==> src/rtl/ascii_pkg.sv <==
// Shared ASCII constants and types for the binary-to-ASCII decimal streamer.
package ascii_pkg;

   localparam logic [6:0] ASCII_ZERO = 7'h30;
   localparam logic [6:0] ASCII_NINE = 7'h39;

   typedef enum logic [1:0] {
      S_IDLE,
      S_CONVERT,
      S_EMIT
   } dec_state_e;

   typedef logic [3:0] bcd_digit_t;

endpackage

==> src/rtl/bcd_dabble_step.sv <==
// One double-dabble iteration: add 3 to every BCD digit >= 5, then shift in the next binary bit.
module bcd_dabble_step
   import ascii_pkg::*;
#(
   parameter int NUM_DIGITS = 5
) (
   input  logic [NUM_DIGITS*4:0]   bcd_i,
   output logic [NUM_DIGITS*4-1:0] bcd_o
);

   logic [NUM_DIGITS*4-1:0] adjusted;
   bcd_digit_t              digit;

   // bcd_i holds the current digits above bit 0, which is the next binary bit to shift in.
   always_comb begin
      adjusted = '0;
      digit    = '0;
      for (int d = 0; d < NUM_DIGITS; d++) begin
         digit = bcd_i[d*4+1 +: 4];
         adjusted[d*4 +: 4] = (digit >= 4'd5) ? digit + 4'd3 : digit;
      end
      bcd_o = {adjusted[NUM_DIGITS*4-2:0], bcd_i[0]};
   end

endmodule

==> src/rtl/ascii_dec_streamer.sv <==
// Converts an unsigned binary value to BCD by double-dabble and streams it out as ASCII digits,
// most significant digit first, one character per out_valid/out_ready handshake.
module ascii_dec_streamer
   import ascii_pkg::*;
#(
   parameter int WIDTH          = 16,
   parameter int NUM_DIGITS     = 5,
   parameter bit SUPPRESS_ZEROS = 1'b1
) (
   input  logic             clk,
   input  logic             rst,
   input  logic             in_valid,
   output logic             in_ready,
   input  logic [WIDTH-1:0] in_value,
   output logic             out_valid,
   input  logic             out_ready,
   output logic [6:0]       out_char,
   output logic             out_last,
   output logic             busy
);

   localparam int BCD_W = NUM_DIGITS * 4;
   localparam int CNT_W = $clog2(WIDTH + 1);
   localparam int PTR_W = (NUM_DIGITS > 1) ? $clog2(NUM_DIGITS) : 1;
   localparam longint unsigned MAX_VALUE = (64'd1 << WIDTH) - 64'd1;
   localparam longint unsigned DEC_LIMIT = 64'd10 ** NUM_DIGITS;

   if (DEC_LIMIT <= MAX_VALUE) begin : g_digit_check
      $error("ascii_dec_streamer: NUM_DIGITS too small to hold 2**WIDTH-1");
   end

   dec_state_e       state_q, state_d;
   logic [WIDTH-1:0] shift_q, shift_d;
   logic [BCD_W-1:0] bcd_q, bcd_d;
   logic [BCD_W-1:0] stepBcd;
   logic [CNT_W-1:0] cnt_q, cnt_d;
   logic [PTR_W-1:0] ptr_q, ptr_d;
   logic [PTR_W-1:0] entryPtr;
   logic             outValid_q, outValid_d;
   logic [6:0]       outChar_q, outChar_d;
   logic             outLast_q, outLast_d;

   function automatic bcd_digit_t digitAt(input logic [BCD_W-1:0] b, input logic [PTR_W-1:0] p);
      bcd_digit_t d;
      d = '0;
      for (int i = 0; i < NUM_DIGITS; i++) begin
         if (p == PTR_W'(i)) d = b[i*4 +: 4];
      end
      return d;
   endfunction

   bcd_dabble_step #(
      .NUM_DIGITS (NUM_DIGITS)
   ) u_step (
      .bcd_i ({bcd_q, shift_q[WIDTH-1]}),
      .bcd_o (stepBcd)
   );

   // The highest nonzero digit wins; an all-zero result leaves the pointer at digit 0.
   always_comb begin
      entryPtr = PTR_W'(NUM_DIGITS - 1);
      if (SUPPRESS_ZEROS) begin
         entryPtr = '0;
         for (int i = 0; i < NUM_DIGITS; i++) begin
            if (bcd_q[i*4 +: 4] != 4'd0) entryPtr = PTR_W'(i);
         end
      end
   end

   always_comb begin
      state_d    = state_q;
      shift_d    = shift_q;
      bcd_d      = bcd_q;
      cnt_d      = cnt_q;
      ptr_d      = ptr_q;
      outValid_d = outValid_q;
      outChar_d  = outChar_q;
      outLast_d  = outLast_q;
      unique case (state_q)
         S_IDLE: begin
            if (in_valid) begin
               shift_d = in_value;
               bcd_d   = '0;
               cnt_d   = CNT_W'(WIDTH);
               state_d = S_CONVERT;
            end
         end
         // The extra cycle with cnt_q==0 lets the first digit be loaded from the final BCD.
         S_CONVERT: begin
            if (cnt_q != '0) begin
               bcd_d   = stepBcd;
               shift_d = shift_q << 1;
               cnt_d   = cnt_q - 1'b1;
            end else begin
               state_d    = S_EMIT;
               ptr_d      = entryPtr;
               outValid_d = 1'b1;
               outChar_d  = ASCII_ZERO + {3'b000, digitAt(bcd_q, entryPtr)};
               outLast_d  = (entryPtr == '0);
            end
         end
         S_EMIT: begin
            if (out_ready) begin
               if (ptr_q == '0) begin
                  state_d    = S_IDLE;
                  outValid_d = 1'b0;
                  outChar_d  = '0;
                  outLast_d  = 1'b0;
               end else begin
                  ptr_d     = ptr_q - 1'b1;
                  outChar_d = ASCII_ZERO + {3'b000, digitAt(bcd_q, ptr_q - 1'b1)};
                  outLast_d = (ptr_q == PTR_W'(1));
               end
            end
         end
         default: state_d = S_IDLE;
      endcase
   end

   always_ff @(posedge clk or posedge rst) begin
      if (rst) begin
         state_q    <= S_IDLE;
         shift_q    <= '0;
         bcd_q      <= '0;
         cnt_q      <= '0;
         ptr_q      <= '0;
         outValid_q <= 1'b0;
         outChar_q  <= '0;
         outLast_q  <= 1'b0;
      end else begin
         state_q    <= state_d;
         shift_q    <= shift_d;
         bcd_q      <= bcd_d;
         cnt_q      <= cnt_d;
         ptr_q      <= ptr_d;
         outValid_q <= outValid_d;
         outChar_q  <= outChar_d;
         outLast_q  <= outLast_d;
      end
   end

   assign in_ready  = (state_q == S_IDLE);
   assign busy      = (state_q != S_IDLE);
   assign out_valid = outValid_q;
   assign out_char  = outChar_q;
   assign out_last  = outLast_q;

endmodule

==> config.mk <==
export PLATFORM = sky130hd
export DESIGN_NAME = ascii_dec_streamer
export DESIGN_NICKNAME = d
export VERILOG_FILES = /design/src/rtl/ascii_pkg.sv /design/src/rtl/bcd_dabble_step.sv /design/src/rtl/ascii_dec_streamer.sv
export SDC_FILE = /design/constraint.sdc
export NUM_CORES = 1
export LEC_CHECK = 0
export ABC_AREA = 0
export CAP_MARGIN = 20
export CORE_MARGIN = 5
export CORE_UTILIZATION = 35
export DETAILED_ROUTE_END_ITERATION = 10
export HOLD_SLACK_MARGIN = 0.06
export PLACE_DENSITY = 0.63
export SYNTH_ARGS = -nofsm -noshare
export SYNTH_HDL_FRONTEND = slang
export SYNTH_SLANG_ARGS = --single-unit
export TNS_END_PERCENT = 20
==> constraint.sdc <==
create_clock -name clk -period 2.1 [get_ports clk]
set_input_delay 0.42 -clock clk [delete_from_list [all_inputs] [get_ports clk]]
set_output_delay 0.42 -clock clk [all_outputs]
set_load 0.02 [all_outputs]
==> flow_summary.toml, run 1 <==
[run]
cap_violations = 0

[clock_network]
cts_root_buf = "clkbuf_8"
cts_made_buffers = 5
cts_tree = "done"
path_clk_slew_ns = 0.11
clk_latency_ns = 0.32
htree_levels = 2
clkSinkCount = 53
clk_path_buf_depth = 2

[setup_path]
cp-end-kind = "output pin"
r2r_cells = 7
criticalPathCategory = "reg2out"
rrSetupSlack_ns = 0.11
arrival_ns = 1.57
path_max_fanout = 5
r2r-end = "out_char[1]"
crit_required_ns = 1.68
crit_path_start_kind = "register"
startpoint = "state_q[0]"
r2r-start = "ptr_q[0]"

[global_routing]
grtUsageTotal_pct = 14.66
grt_first_pass_wirelength_um = 13500
antenna_found_initial = 0
grt_max_degree = 34
grt-ovfl-total = 0
grt_pass1_vias = 2816

[drt]
wirelength_um = 7949
firstDrtPassIters = 4
vias = 2868
viasPerCell = 5.391
route.detailed.drc = 0
wl_per_cell_um = 14.94
ant_nets = 0
dr.first_iter.drc_count = 139

[die]
rows = 35
die_area_mm2 = 0.01125
fp.dieH_um = 106.1
die_x_um = 106.1
initial_core_util_pct = 35.45
ios = 31
core_area_mm2 = 0.009109

[finish]
syn_to_final_growth_pct = 21.81
nets = 459
nFillCells = 903
stdcell_area_mm2 = 0.003934
utilization_pct = 43.19
drive_gt1_share_pct = 12.35
antenna_cells = 0

[logic_synthesis]
synth_area_leaders = "dfrtp_1 (41%), ha_1 (7.4%), nand2_1 (5.7%), o21ai_0 (5.3%), nor2_1 (4.3%)"
yosys_warnings = 0
synth_top_cell_by_area = "dfrtp_1"
ys.flop_type = "dfrtp_1"
synth-edff-count = 0
synth_top_cell_area_share_pct = 41.07
avgSynthCellArea_um2 = 8.521
syn-instance-count = 379
ys_async_sr_fraction_pct = 100.0
netlist_area_mm2 = 0.003229
yosysUniqueCellTypes = 46
syn_nets = 418
ys_ff_latch = 53
seq_area_frac_synth_pct = 41.07

[power_and_ir_drop]
ir_drop_uv = 632.4
p_leak_uw = 0.001724
p_per_area_mw_per_mm2 = 1596

[timing]
fin_crit_sh_pct = 94.64
slew_violations = 0
setup_viol = 0
finalClockSkew_ns = 0.005439
min_period_ns = 1.987
rsz0062_at_grt = "true"
hold_viol = 0
max_freq_ghz = 0.5032

[place]
placed_cell_area_mm2 = 0.003764
io_buffers = 29
dp_hpwl_um = 5890
gp_congestion = 0.8794

[min_path]
hold_class = "in2async"

[outcome]
status = "finished clean"
synth_stat cells (all sizes together), types with 3 or more instances:
| master | instances |
|---|---|
| dfrtp | 53 |
| nand2 | 51 |
| nor2 | 38 |
| o21ai | 34 |
| nand3 | 25 |
| inv | 21 |
| a21oi | 20 |
| ha | 19 |
| a31oi | 12 |
| nand2b | 12 |
| clkbuf | 11 |
| buf | 10 |
| nor2b | 9 |
| xnor2 | 7 |
| nor3b | 6 |
| o31ai | 6 |
| a22oi | 5 |
| a32o | 5 |
| a221oi | 3 |
| a311oi | 3 |
| nor4 | 3 |
cell families (layout without fill, tap and decap cells):
group,after synthesis,count (layout),share of synthesized area [%]
compound gates,101,101,19.99
xor+xnor,9,9,2.441
fa+ha+maj,19,19,7.362
buf+inv,42,84,5.618
flops,53,53,41.07
mux,1,1,0.3487
other cells,1,1,0.1161
simple gates,153,153,23.05
cell type report:
| type | count | area [µm²] | area share, % |
|---|---|---|---|
| clock buffer | 6 | 82.58 | 2.099 |
| clock inverter | 2 | 41.29 | 1.050 |
| inverter | 21 | 78.83 | 2.004 |
| multi-input combinational | 284 | 1762 | 44.78 |
| sequential | 53 | 1326 | 33.71 |
| tap | 111 | 138.9 | 3.531 |
| timing repair buffer | 55 | 504.2 | 12.82 |
state kept, by name (all words and copies together), names as in the netlist:
signal / flops
cnt_q: 5
out_last: 1
out_char: 5
shift_q: 16
out_valid: 1
bcd_q: 20
ptr_q: 3
state_q: 2
worst max-delay path: stages (launching register included):
cell	delay (ns)
dfrtp_1	0.43
nor2_1	0.22
inv_1	0.06
clkdlybuf4s50_1	0.54
where the power goes:
group,internal [µW],switching (µW),total (µW)
logic,1570,2000,3570
registers,1480,455,1940
clock network,397,375,772
total,3450,2830,6280
cell usage in the layout (no fill, tap or decap), types with 6 or more instances in the layout:
cell,instances
o21ai_0,33
nor2b_1,9
a21oi_1,20
dfrtp_1,53
ha_1,18
o31ai_1,6
nand2_1,49
clkbuf_8,6
xnor2_1,6
clkdlybuf4s50_1,28
inv_1,18
nand2b_1,11
nand3_1,25
buf_4,24
a31oi_1,12
nor2_1,35
metrics by stage:
step                      total power (µW)  cells  setup TNS [ns]  hold slack [ns]  worst slack (ns)
final                                 6279    532               0           0.4054            0.1126
after global routing                  6852    532        -0.09767           0.4485          -0.03737
after CTS                             6229    532               0           0.4166           0.02959
after detailed placement              5419    524               0           0.4668           0.01939
after global placement                5340    524               0           0.4627           0.09075
after floorplan                       4312    379               0           0.4458            0.1826
worst max-delay path by stage:
stage / to / slack, ns / cells past startpoint
final: busy / 0.11 / 3
after CTS: out_char[0] / 0.03 / 7
after floorplan: out_char[1] / 0.18 / 7
after detailed placement: out_char[1] / 0.02 / 7
after global routing: bcd_q[3] / -0.04 / 9
after global placement: out_char[1] / 0.09 / 7
metal layers:
layer | routed length, µm | vias to the layer above | track usage [%]
met5 | 0 | - | 0
met1 | 3754 | 1379 | 19.10
met4 | 114 | 0 | 4.163
li1 | - | 1411 | -
met3 | 269 | 10 | 2.489
met2 | 3811 | 68 | 25.05
what timing repair did:
action / in CTS / in global routing
cloned: 0 / 0
hold buffers: 0 / 0
gates resized for setup: 1 / 13
setup buffers: 0 / 0
setup endpoints to repair: 1 / 10
No activity file was read; power rests on OpenSTA's default activity.
==> run 2: changes to the inputs <==
--- a/config.mk
+++ b/config.mk
@@ -7,11 +7,14 @@
 export LEC_CHECK = 0
 export ABC_AREA = 0
 export CAP_MARGIN = 20
+export CELL_PAD_IN_SITES_DETAIL_PLACEMENT = 1
+export CELL_PAD_IN_SITES_GLOBAL_PLACEMENT = 1
 export CORE_MARGIN = 5
 export CORE_UTILIZATION = 35
 export DETAILED_ROUTE_END_ITERATION = 10
 export HOLD_SLACK_MARGIN = 0.06
-export PLACE_DENSITY = 0.63
+export PLACE_DENSITY = 0.77
+export REMOVE_ABC_BUFFERS = 1
 export SYNTH_ARGS = -nofsm -noshare
 export SYNTH_HDL_FRONTEND = slang
 export SYNTH_SLANG_ARGS = --single-unit
==> flow_summary.toml, run 2 (synthesis results as in run 1) <==
[die]
core_area_mm2 = 0.009109
die_x_um = 106.1
ios = 31
fp.dieH_um = 106.1
rows = 35
die_area_mm2 = 0.01125
initial_core_util_pct = 35.45

[setup_path]
crit_required_ns = 2.36
path_max_fanout = 5
r2r-start = "bcd_q[8]"
crit_path_start_kind = "register"
arrival_ns = 2.31
r2r-end = "out_char[1]"
criticalPathCategory = "reg2reg"
r2r_cells = 7
cp-end-kind = "register"
rrSetupSlack_ns = 0.06

[outcome]
status = "finished clean"

[timing]
worst_slew_pin_slew_ns = 0.5068
setup_viol = 0
rsz0062_at_grt = "true"
min_period_ns = 2.043
fin_crit_sh_pct = 97.29
slew_violations = 0
maxSlewHeadroom_pct = 66.07
hold_viol = 0
finalClockSkew_ns = 0.006168
max_freq_ghz = 0.4894

[finish]
nFillCells = 1086
antenna_cells = 0
utilization_pct = 43.23
top_register = "bcd_q"
largest_register_ffs = 20
drive_gt1_share_pct = 13.54
mostFrequentLayoutCell = "dfrtp_1"
regArea_mm2 = 0.001328
multiInputGateArea_mm2 = 0.001779
nets = 459
syn_to_final_growth_pct = 21.93
stdcell_area_mm2 = 0.003938
final_cells = 532
top_regs = "bcd_q (20), shift_q (16)"
final_cell_mix = "dfrtp_1 (52), nand2_1 (49), o21ai_0 (34), nor2_1 (33), clkdlybuf4s50_1 (28)"

[clock_network]
postCtsSetupBuffers = 0
cts_tree = "done"
clk_path_buf_depth = 2
clk_latency_ns = 0.32
ctsHoldBuffers = 0
clkSinkCount = 53
path_clk_slew_ns = 0.11
cts_made_buffers = 5
cts_root_buf = "clkbuf_8"
htree_levels = 2

[run]
cap_violations = 0

[drt]
ant_nets = 0
vias = 2905
wl_met1_um = 4119
firstDrtPassIters = 4
viasPerCell = 5.461
topRoutingLayerUsed = "met4"
wirelength_um = 9075
dr.first_iter.drc_count = 109
wl_per_cell_um = 17.06
met3_length_um = 164
dr_wl_met2_um = 4690
route.detailed.drc = 0

[place]
placed_cell_area_mm2 = 0.003776
gp_congestion = 0.8940
placed_cells = 524
dp_hpwl_um = 6789
io_buffers = 29

[global_routing]
grt-ovfl-total = 0
grtUsageTotal_pct = 16.49
grt_first_pass_wirelength_um = 15260
grt_max_degree = 54
antenna_found_initial = 0
grt_pass1_vias = 3079

[power_and_ir_drop]
ir_drop_uv = 509.4
p_leak_uw = 0.001716
p_per_area_mw_per_mm2 = 1619

[min_path]
hold_class = "in2async"
## run 2: how the worst max path moves through the flow
stage	start	endpoint	slack, ns
2_1_floorplan	state_q[1]	bcd_q[11]	-0.13
6_report	bcd_q[8]	out_char[1]	0.06
5_1_grt	cnt_q[1]	bcd_q[19]	0.002
3_5_place_dp	bcd_q[9]	out_char[1]	-0.11
3_3_place_gp	bcd_q[9]	out_char[1]	-0.04
4_1_cts	state_q[0]	in_ready	0.01
## run 2: repair_timing
action                     CTS  global route
setup endpoints to repair    5            19
pin swaps                    0             0
cloned                       0             0
gates resized for setup      8            10
## run 2: area by class of cell
type / instances / area share (%)
Clock inverter: 2 / 0.4449
Sequential cell: 53 / 33.71
Timing Repair Buffer: 55 / 13.03
Multi-Input combinational cell: 284 / 45.19
Inverter: 21 / 2.002
Tap cell: 111 / 3.527
Clock buffer: 6 / 2.097
## run 2: through the flow
step | TNS (ns) | hold slack [ns] | setup WS, ns | power [µW]
final | 0 | 0.4738 | 0.05684 | 6373
after global routing | 0 | 0.4902 | 0.001898 | 6903
after CTS | 0 | 0.4899 | 0.01285 | 6343
after detailed placement | -0.1146 | 0.4688 | -0.1146 | 5620
after global placement | -0.03676 | 0.4598 | -0.03676 | 5424
after floorplan | -0.6582 | 0.4458 | -0.1316 | 4163
## run 2: per-layer routing
layer  up-vias  global-route usage [%]
li1       1399                       -
met1      1459                   21.18
met2        39                   29.74
met3         8                   1.700
met4         0                   3.885
met5         -                       0
## run 2: critical path, cell delays in order (launching register included)
cell      delay [ns]
dfrtp_1         0.45
inv_1           0.10
ha_2            0.21
or3b_2          0.51
nor2_4          0.14
nand3_1         0.11
a311oi_2        0.30
a2111o_1        0.16
## run 2: report_power, final
group | switching, µW | internal (µW)
sequential | 469 | 1490
clock | 385 | 275
combinational | 2140 | 1620
total | 2990 | 3380
==> run 3: changes to the inputs <==
--- a/config.mk
+++ b/config.mk
@@ -13,6 +13,7 @@
 export CORE_UTILIZATION = 35
 export DETAILED_ROUTE_END_ITERATION = 10
 export HOLD_SLACK_MARGIN = 0.06
+export MAX_ROUTING_LAYER = met4
 export PLACE_DENSITY = 0.77
 export REMOVE_ABC_BUFFERS = 1
 export SYNTH_ARGS = -nofsm -noshare
==> flow_summary.toml, run 3 (synthesis results as in run 1) <==
[outcome]
status = "finished clean"

[clock_network]
cts_made_buffers = 5
clk_path_buf_depth = 2
clk_latency_ns = 0.32
htree_levels = 2
clkSinkCount = 53
cts_root_buf = "clkbuf_8"
postCtsSetupBuffers = 0
ctsHoldBuffers = 0
path_clk_slew_ns = 0.11
cts_tree = "done"

[min_path]
hold_class = "in2async"

[setup_path]
arrival_ns = 2.30
path_cells = "inv_1 > ha_2 > or3b_2 > nor2_4 > nand3_1 > a311oi_2 > a2111o_1"
crit_path_start_kind = "register"
r2r_cells = 7
crit_slowest_cell = "or3b_2"
crit_required_ns = 2.37
r2r-start = "bcd_q[8]"
cp-end-kind = "register"
cpPeakStageDelay_ns = 0.51
path_max_fanout = 5
rrSetupSlack_ns = 0.07
criticalPathCategory = "reg2reg"
r2r-end = "out_char[1]"

[timing]
tns_ns = 0
hold_viol = 0
max_freq_ghz = 0.4915
finalClockSkew_ns = 0.006791
fin_crit_sh_pct = 96.89
setup_slack_ns = 0.06533
slew_violations = 0
rsz0062_at_grt = "false"
min_period_ns = 2.035
setup_viol = 0

[finish]
top_register = "bcd_q"
final_cells = 532
utilization_pct = 43.26
stdcell_area_mm2 = 0.003940
largest_register_ffs = 20
mostFrequentLayoutCell = "dfrtp_1"
nets = 459
antenna_cells = 0
syn_to_final_growth_pct = 22.01
final_cell_mix = "dfrtp_1 (52), nand2_1 (49), o21ai_0 (34), nor2_1 (33), clkdlybuf4s50_1 (28)"
drive_gt1_share_pct = 13.54
top_regs = "bcd_q (20), shift_q (16)"

[drt]
route.detailed.drc = 0
vias = 2912
dr.first_iter.drc_count = 141
viasPerCell = 5.474
wl_per_cell_um = 17.01
firstDrtPassIters = 4
wirelength_um = 9050
ant_nets = 0

[die]
core_area_mm2 = 0.009109
die_area_mm2 = 0.01125
die_x_um = 106.1
rows = 35
initial_core_util_pct = 35.45
ios = 31
fp.dieH_um = 106.1

[global_routing]
grt-ovfl-total = 0
grt_first_pass_wirelength_um = 15270
grt_max_degree = 54
grtUsageTotal_pct = 16.92
grt_pass1_vias = 3074
antenna_found_initial = 0

[place]
io_buffers = 29
pre_cts_ws_ns = -0.1146
placed_cells = 524
dp_hpwl_um = 6789
placed_cell_area_mm2 = 0.003776
gp_congestion = 0.9092

[power_and_ir_drop]
p_leak_uw = 0.001717
p_per_area_mw_per_mm2 = 1617
ir_drop_uv = 505.0

[run]
cap_violations = 0
==> run 3: metal layers <==
| layer | up-vias | track usage (%) | wire length (µm) |
|---|---|---|---|
| met4 | 0 | 3.885 | 111 |
| met1 | 1467 | 21.21 | 4075 |
| met3 | 13 | 1.518 | 161 |
| met5 | - | - | 0 |
| li1 | 1402 | - | - |
| met2 | 30 | 29.74 | 4701 |
==> run 3: area by class of cell <==
class	instances	area (µm²)
Timing Repair Buffer	55	513.0
Sequential cell	53	1328
Inverter	21	81.33
Fill cell	1085	5169
Clock inverter	2	17.52
Tap cell	111	138.9
Multi-Input combinational cell	284	1779
Clock buffer	6	82.58
==> run 3: what timing repair did <==
action,4_1_cts,5_1_grt
gates resized for setup,8,12
endpoints found under the setup margin,5,19
gates cloned,0,0
==> run 3: stage by stage <==
stage / power (µW) / hold WS [ns]
after floorplan: 4163 / 0.4458
after global placement: 5424 / 0.4598
after detailed placement: 5620 / 0.4688
after CTS: 6343 / 0.4899
after global routing: 6908 / 0.4900
final: 6370 / 0.4734
==> run 3: critical path: cells and delay by family, from the launching register on <==
kind | cells | cell delay (ns)
simple gates | 3 | 0.76
compound gates | 2 | 0.46
flops | 1 | 0.45
fa+ha+maj | 1 | 0.21
buf+inv | 1 | 0.10
==> run 3: power by group <==
part	switching (µW)	internal [µW]	total, µW
Sequential	464	1490	1950
Clock	385	275	660
Combinational	2140	1620	3760
Total	2990	3380	6370
==> run 3: worst max-delay path by stage <==
| stage | startpoint | end |
|---|---|---|
| floorplan | state_q[1] | bcd_q[11] |
| global placement | bcd_q[9] | out_char[1] |
| detailed placement | bcd_q[9] | out_char[1] |
| CTS | state_q[0] | in_ready |
| global route | bcd_q[8] | out_char[1] |
| finish | bcd_q[8] | out_char[1] |
